--- config.mk ---
export PLATFORM = sky130hd
export DESIGN_NAME = if_stage_fq
export DESIGN_NICKNAME = d
export VERILOG_FILES = /design/src/rtl/if_stage_fq.sv
export SDC_FILE = /design/constraint.sdc
export NUM_CORES = 1
export LEC_CHECK = 0
export ABC_CLOCK_PERIOD_IN_PS = 5300
export BUFFER_PORTS_ARGS = -buffer_cell sky130_fd_sc_hd__buf_4
export CORE_MARGIN = 4
export CORE_UTILIZATION = 60
export CTS_BUF_LIST = sky130_fd_sc_hd__clkbuf_8
export DETAILED_ROUTE_END_ITERATION = 8
export HOLD_SLACK_MARGIN = 0.06
export PLACE_DENSITY = 0.81
export SYNTH_ARGS = -nofsm -noshare
export SYNTH_HDL_FRONTEND = slang
export SYNTH_SLANG_ARGS = --single-unit
export TNS_END_PERCENT = 100
--- constraint.sdc ---
create_clock -name clk -period 5.3 [get_ports clk]
set_input_delay 0.53 -clock clk [delete_from_list [all_inputs] [get_ports clk]]
set_output_delay 0.53 -clock clk [all_outputs]
set_load 0.005 [all_outputs]
--- src/rtl/if_stage_fq.sv ---
// Instruction-fetch stage with a decoupled imem request/response port, a prefetch
// queue of {pc, instr} entries and discard of in-flight responses on redirect.
module if_stage_fq #(
    parameter int              XLEN      = 32,
    parameter logic [XLEN-1:0] RESET_PC  = '0,
    parameter int              FQ_DEPTH  = 4,
    parameter int              MAX_OUTST = 2,
    parameter logic [XLEN-1:0] NOP_INSTR = 32'h0000_0013
) (
    input  logic            clk,
    input  logic            reset,
    input  logic            stall,
    input  logic            flush,
    input  logic            pc_src,
    input  logic [XLEN-1:0] new_pc,
    output logic            imem_req_valid,
    input  logic            imem_req_ready,
    output logic [XLEN-1:0] imem_req_addr,
    input  logic            imem_resp_valid,
    input  logic [XLEN-1:0] imem_resp_data,
    output logic [XLEN-1:0] if_id_pc,
    output logic [XLEN-1:0] if_id_instruction,
    output logic            if_id_valid
);
    localparam int PW = (FQ_DEPTH > 1) ? $clog2(FQ_DEPTH) : 1;
    // Wide enough to hold outst + fq_count without overflow.
    localparam int CW = PW + 2;
    localparam logic [CW-1:0]   DEPTH_C    = CW'(FQ_DEPTH);
    localparam logic [CW-1:0]   MAX_C      = CW'(MAX_OUTST);
    localparam logic [XLEN-1:0] ALIGN_MASK = ~XLEN'(3);

    logic [XLEN-1:0] fq_pc_mem    [FQ_DEPTH];
    logic [XLEN-1:0] fq_instr_mem [FQ_DEPTH];

    logic [PW-1:0]   rd_ptr_reg;
    logic [PW-1:0]   wr_ptr_reg;
    logic [CW-1:0]   count_reg;
    logic [CW-1:0]   outst_reg;
    logic [CW-1:0]   drop_reg;
    logic [XLEN-1:0] fetch_pc_reg;
    logic [XLEN-1:0] resp_pc_reg;
    logic [XLEN-1:0] if_id_pc_reg;
    logic [XLEN-1:0] if_id_instr_reg;
    logic            if_id_valid_reg;

    logic            accept;
    logic            resp_take;
    logic            push;
    logic            pop;
    logic [XLEN-1:0] redirect_pc;

    always_comb begin
        imem_req_valid = !reset && !pc_src && (outst_reg < MAX_C)
                         && ((outst_reg + count_reg) < DEPTH_C);
        imem_req_addr  = fetch_pc_reg;
        accept         = imem_req_valid && imem_req_ready;
        // A response with nothing outstanding is a protocol error and is ignored.
        resp_take      = imem_resp_valid && (outst_reg != '0);
        // Responses landing on a redirect cycle belong to the old stream.
        push           = resp_take && (drop_reg == '0) && !pc_src;
        pop            = (count_reg != '0) && !pc_src && (flush || !stall);
        redirect_pc    = new_pc & ALIGN_MASK;
    end

    always_ff @(posedge clk) begin
        if (!reset && push) begin
            assert (count_reg < DEPTH_C);
            fq_pc_mem[wr_ptr_reg]    <= resp_pc_reg;
            fq_instr_mem[wr_ptr_reg] <= imem_resp_data;
        end
    end

    always_ff @(posedge clk) begin
        if (reset) begin
            fetch_pc_reg    <= RESET_PC;
            resp_pc_reg     <= RESET_PC;
            rd_ptr_reg      <= '0;
            wr_ptr_reg      <= '0;
            count_reg       <= '0;
            outst_reg       <= '0;
            drop_reg        <= '0;
            if_id_pc_reg    <= '0;
            if_id_instr_reg <= NOP_INSTR;
            if_id_valid_reg <= 1'b0;
        end else begin
            outst_reg <= outst_reg + CW'(accept) - CW'(resp_take);

            if (pc_src) begin
                // Everything still in flight belongs to the abandoned stream.
                fetch_pc_reg <= redirect_pc;
                resp_pc_reg  <= redirect_pc;
                rd_ptr_reg   <= '0;
                wr_ptr_reg   <= '0;
                count_reg    <= '0;
                drop_reg     <= outst_reg - CW'(resp_take);
            end else begin
                if (accept) begin
                    fetch_pc_reg <= fetch_pc_reg + XLEN'(4);
                end
                if (push) begin
                    wr_ptr_reg  <= wr_ptr_reg + PW'(1);
                    resp_pc_reg <= resp_pc_reg + XLEN'(4);
                end
                if (pop) begin
                    rd_ptr_reg <= rd_ptr_reg + PW'(1);
                end
                count_reg <= count_reg + CW'(push) - CW'(pop);
                if (resp_take && (drop_reg != '0)) begin
                    drop_reg <= drop_reg - CW'(1);
                end
            end

            if (flush) begin
                if_id_pc_reg    <= '0;
                if_id_instr_reg <= NOP_INSTR;
                if_id_valid_reg <= 1'b0;
            end else if (stall) begin
                if_id_pc_reg    <= if_id_pc_reg;
                if_id_instr_reg <= if_id_instr_reg;
                if_id_valid_reg <= if_id_valid_reg;
            end else if (!pc_src && (count_reg != '0)) begin
                if_id_pc_reg    <= fq_pc_mem[rd_ptr_reg];
                if_id_instr_reg <= fq_instr_mem[rd_ptr_reg];
                if_id_valid_reg <= 1'b1;
            end else begin
                if_id_pc_reg    <= '0;
                if_id_instr_reg <= NOP_INSTR;
                if_id_valid_reg <= 1'b0;
            end
        end
    end

    assign if_id_pc          = if_id_pc_reg;
    assign if_id_instruction = if_id_instr_reg;
    assign if_id_valid       = if_id_valid_reg;
endmodule

; After elaboration in Yosys (flattened, before gate mapping)
; Memories as Yosys holds them, arrays and structs flattened. A register that Yosys moved wholly into a read port is not among the register bits.
; Index checks and enable logic that the tools add are counted.
[word_totals]
memories = 2
ram_bits = 256
reg_bits = 145
[op_classes]
magnitude_cmp = 2
muxes = 15
n_reduce_logical = 24
n_addsub = 11
[mem_list]
columns = name, depth, word_bits, rd, rd_clocked_by_memory_dff, write_ports, line
row1 = fq_instr_mem, 4, 32, 1, 1, 1, 33  ; logic [XLEN-1:0] fq_instr_mem [FQ_DEPTH];
row2 = fq_pc_mem, 4, 32, 1, 1, 1, 32  ; logic [XLEN-1:0] fq_pc_mem [FQ_DEPTH];
[ops]
columns = operator, count
row1 = two-way mux 32 bit, 6
row2 = adder 32 x 3 -> 32 bit (second input constant), 2
row3 = nonzero test 4 bit, 3
row4 = subtractor 4 x 1 -> 4 bit, 3
row5 = logical AND 1 bit, 11
row6 = adder 4 x 1 -> 4 bit, 2
row7 = two-way mux 2 bit, 4
row8 = two-way mux 4 bit, 2
row9 = nonzero test 2 bit, 3
row10 = adder 2 x 1 -> 2 bit (second input constant), 2
row11 = adder 4 bit, 1
row12 = logical NOT 4 bit, 1
row13 = less-than comparator 4 x 2 -> 1 bit (second input constant), 1
row14 = less-than comparator 4 x 3 -> 1 bit (second input constant), 1
row15 = OR reduction 2 bit, 2
row16 = subtractor 4 x 1 -> 4 bit (second input constant), 1
row17 = logical NOT 1 bit, 3
row18 = two-way mux 1 bit, 3
row19 = logical OR 1 bit, 1

; Longest topological paths before layout
[depth]
depth_word = 7
depth_mapped = 16
mapped_depth_nobuf = 14

; Worst setup path before layout
; OpenSTA, ideal clock, no wires.
[synth_path]
path_type = register to register
start = register outst_reg[2]
end = memory fq_instr_mem[0][0] (enable)
period_less_slack_ns = 3.446
path_buffers = 2
stages_incl_launch_ff = 8
path_slack_ns = 1.854
required_ns = 4.873
t_arrival_ns = 3.019
path_cell_list = dfxtp_1 -> inv_1 -> ha_1 -> or3b_2 -> buf_2 -> and3_1 -> clkbuf_1 -> and3_1
[synth_via]
elab_chain_len = 7
[synth_rtl]
columns = item, line
row1 = "start, declared", 38  ; logic [CW-1:0] outst_reg;
row2 = "start signal, assigned", 86  ; outst_reg <= outst_reg + CW'(accept) - CW'(resp_take);
row3 = nonzero test 4 bit, 58  ; resp_take = imem_resp_valid && (outst_reg != '0);
row4 = logical AND 1 bit, 58
row5 = logical AND 1 bit (2 in a row), 60  ; push = resp_take && (drop_reg == '0) && !pc_src;
row6 = logical AND 1 bit, 66  ; if (!reset && push) begin
row7 = two-way mux 1 bit, 66
row8 = two-way mux 1 bit (not written as such), 69  ; fq_instr_mem[wr_ptr_reg] <= imem_resp_data;
row9 = "end, declared", 33
; No other way between the ends.

; Final worst setup path
[layout_path]
start = register outst_reg[1]
end = output imem_req_valid
[layout_via]
elab_chain_len = 3
elab_cells_between_ends = 5
cone_classes = 1 x add/sub / 2 x order compare / 2 x reduce/logical
[layout_rtl]
columns = item, line
row1 = adder 4 bit / less-than comparator 4 x 2 -> 1 bit (equally long branches), "54, 53"
row2 = less-than comparator 4 x 3 -> 1 bit / logical AND 1 bit (equally long branches), "54, 53"
row3 = logical AND 1 bit (*), 54  ; && ((outst_reg + count_reg) < DEPTH_C);
row4 = "end, declared", 16  ; output logic imem_req_valid,
; Mark *: on every way between the ends. The rest lies on a longest branch, timed or not.

==> out/metrics.csv <==
metric,value,unit
setup.worst_path.start,outst_reg[1]$_SDFF_PP0_,
p_clk_frac,0.375,
cts_sinks,389,
r2r_end,outst_reg[2]$_SDFF_PP0_,
pwr-share-comb,0.109,
cellLeakagePower,0.00641,µW
final_cell_area,0.0183,mm²
syn_inst,1101,
power_frac_seq,0.516,
viasPerCell,6.00,
antenna_found_initial,1,
r2r_start,outst_reg[1]$_SDFF_PP0_,
p_int,5070,µW
drt-total-wl,32900,µm
syn_area,0.0156,mm²
gp_congestion,0.837,
swShare,0.241,
ctsResizeCount,0,
setup_viol,0,
firstDrtPassIters,6,
die_area,0.0287,mm²
synth_top_area_share,0.477,
final_nets,1368,
max_freq,0.308,GHz
run_status,"finished, final reports clean",
vdd_ir_drop_max,0.000200,V
fin_util,0.722,
critPathLaunchType,flip-flop,
synth_area_per_cell,14.2,µm²
die_w,169,µm
max-slew-margin-rel,0.270,
endpoint,imem_req_valid,
ys_seq_elements,389,
cts_tree,yes,
row_count,58,
cts_buffers,58,
worst-r2r-cell-count,12,
placed_area,0.0171,mm²
net-switching-power,1610,µW
finalClockSkew,0.0198,ns
path_class,reg2out,
path_clk_slew,0.06,ns
clock_latency,0.59,ns
synth-edff-count,248,
drive_gt1_frac,0.258,
holdWs,0.136,ns
r2r_setup_slack,2.09,ns
cp.required,4.77,ns
ant_nets,0,
synthToLayoutAreaGrowth,17.3,%
cts-hold-fix-buffers,0,
root_buffer,clkbuf_8,
maxCapViolations,0,
clk_path_buf_depth,3,
core,0.0254,mm²
slew_viol_final,0,
async_flop_share,0,
period_needed,3.25,ns
dp_hpwl,20700,µm
endpoint_kind,primary output,
diodes,0,
regMostFlops,fq_instr_mem,
critPathMaxFanout,15,
ys_top_cells_by_area,"edfxtp_1 (48%), dfxtp_1 (18%), mux4_2 (8.9%)",
yosysTopAreaCell,edfxtp_1,
fin_setup_tns,0,ns
p_per_area,365,mW/mm²
min_path_type,in2reg,
route.detailed.drc,0,
grt_pass1_vias,10100,
drt_iter0_markers,898,
grt_max_degree,63,
place_inst,1542,
critPathArrivalTime,2.72,ns
final_cell_count_no_fill,1652,
hold_violations,0,
seq_area_frac_synth,0.657,
finalCritPeriodShare,0.613,
worst_slew_pin_slew,1.09,ns
initial_utilization,0.615,
gr-total-overflow,0,
post_cts_buffers,0,
grt_pass1_wl,52600,µm
largest_reg_flops,128,
rsz0062_at_grt,no,
io_pins,169,
synth_warnings,0,
grtUsageTotal,0.229,
synth_cell_types,56,
vias,9915,
avgRoutedWirePerCell,19.9,µm
cts.htree.levels,2,
portBuffers,162,
dieHeight,169,µm
yosys_most_used_dff,edfxtp_1,
## synth_stat cells, types with 3 or more instances
master / count
and2_1: 6
buf_4: 4
nor3_1: 15
or2_2: 3
a221oi_1: 4
o41ai_1: 3
o22ai_1: 3
o31a_1: 25
or3b_2: 3
xnor2_1: 30
nor3b_1: 3
or4_1: 7
or3_1: 7
nor4_1: 20
and4_1: 6
a311oi_1: 8
buf_1: 9
a21boi_0: 18
mux4_2: 62
mux2_2: 3
a22oi_1: 59
ha_1: 23
a21oi_1: 31
xor2_1: 6
clkbuf_1: 52
nand3_1: 23
inv_1: 51
nor2_1: 107
nand2_1: 35
o311a_1: 3
o21bai_1: 5
dfxtp_1: 141
o31ai_1: 8
nand4_1: 16
a211oi_1: 13
a31oi_1: 4
edfxtp_1: 248
and3_1: 12
## critical path, stage by stage, from the launching register on
cell and delay, ns:
dfxtp_1 0.49, ha_1 0.31, a31oi_1 0.30, mux2_2 0.39, a31oi_1 0.20, buf_4 0.25
inv_1 0.06, buf_4 0.13
## layout make-up
cell class              instances  area, µm²
fillers                      1601       7070
multi-input cells             595       4900
inverters                      52        195
well taps                     330        413
clock buffers                  63        867
flip-flops and latches        389      10300
repair buffers                176       1320
clock inverters                47        359
## power by group through the flow
stage | Clock (µW) | Combinational [µW] | Sequential, µW
floorplan | 0 | 531 | 3470
global placement | 0 | 705 | 3500
detailed placement | 0 | 728 | 3510
CTS | 2550 | 732 | 3450
global route | 2700 | 818 | 3460
finish | 2500 | 729 | 3450
## worst min-delay path by stage
stage	from	endpoint	slack, ns	cells past startpoint
global route	imem_resp_data[4]	fq_instr_mem[2][4]$_DFFE_PP_	0.10	1
CTS	imem_resp_data[7]	fq_instr_mem[0][7]$_DFFE_PP_	0.10	1
finish	imem_resp_data[26]	fq_instr_mem[2][26]$_DFFE_PP_	0.14	1
global placement	if_id_valid$_SDFFE_PP0N_	if_id_valid$_SDFFE_PP0N_	0.45	2
floorplan	if_id_valid$_SDFFE_PP0N_	if_id_valid$_SDFFE_PP0N_	0.45	2
detailed placement	if_id_instruction[0]$_SDFFE_PP1N_	if_id_instruction[0]$_SDFFE_PP1N_	0.48	2
## cell usage in the layout (no fill, tap or decap), drive strengths merged, types with 12 or more instances in the layout
| cell type | synthesis | final |
|---|---|---|
| nand3 | 23 | 23 |
| a21oi | 31 | 31 |
| ha | 23 | 23 |
| dfxtp | 141 | 141 |
| clkinv | 0 | 21 |
| xnor2 | 30 | 30 |
| and3 | 12 | 12 |
| nand2 | 35 | 35 |
| a211oi | 13 | 13 |
| clkbuf | 52 | 63 |
| mux4 | 62 | 62 |
| nor4 | 20 | 20 |
| a22oi | 59 | 59 |
| o31a | 26 | 26 |
| edfxtp | 248 | 248 |
| nor2 | 108 | 108 |
| nor3 | 16 | 16 |
| a21boi | 18 | 18 |
| inv | 52 | 71 |
| buf | 16 | 176 |
| nand4 | 16 | 16 |
## logic make-up (layout without fill, tap and decap cells)
family | count (synthesis) | in the layout | synth area share
DFF | 389 | 389 | 0.657
and+or+nand+nor | 270 | 270 | 0.0856
AOI/OAI and AO/OA | 193 | 193 | 0.0919
buffers and inverters | 120 | 338 | 0.0308
muxes | 67 | 67 | 0.0928
xor gates and xnor gates | 36 | 36 | 0.0202
adders and majority gates | 25 | 25 | 0.0210
other | 1 | 4 | 0.000240
## through the flow
stage / power [µW] / setup slack, ns
floorplan: 4000 / 1.85
global placement: 4210 / 2.15
global route: 6980 / 1.86
finish: 6680 / 2.05
CTS: 6730 / 2.05
detailed placement: 4240 / 2.11
## layer usage
layer  vias up  track usage  share of wire
li1       4591            -              -
met1      4855        0.325           0.43
met2       419        0.373           0.48
met3        48       0.0394          0.072
met4         2       0.0662          0.019
met5         -            0        0.00040
(Power assumes the default switching activity.)
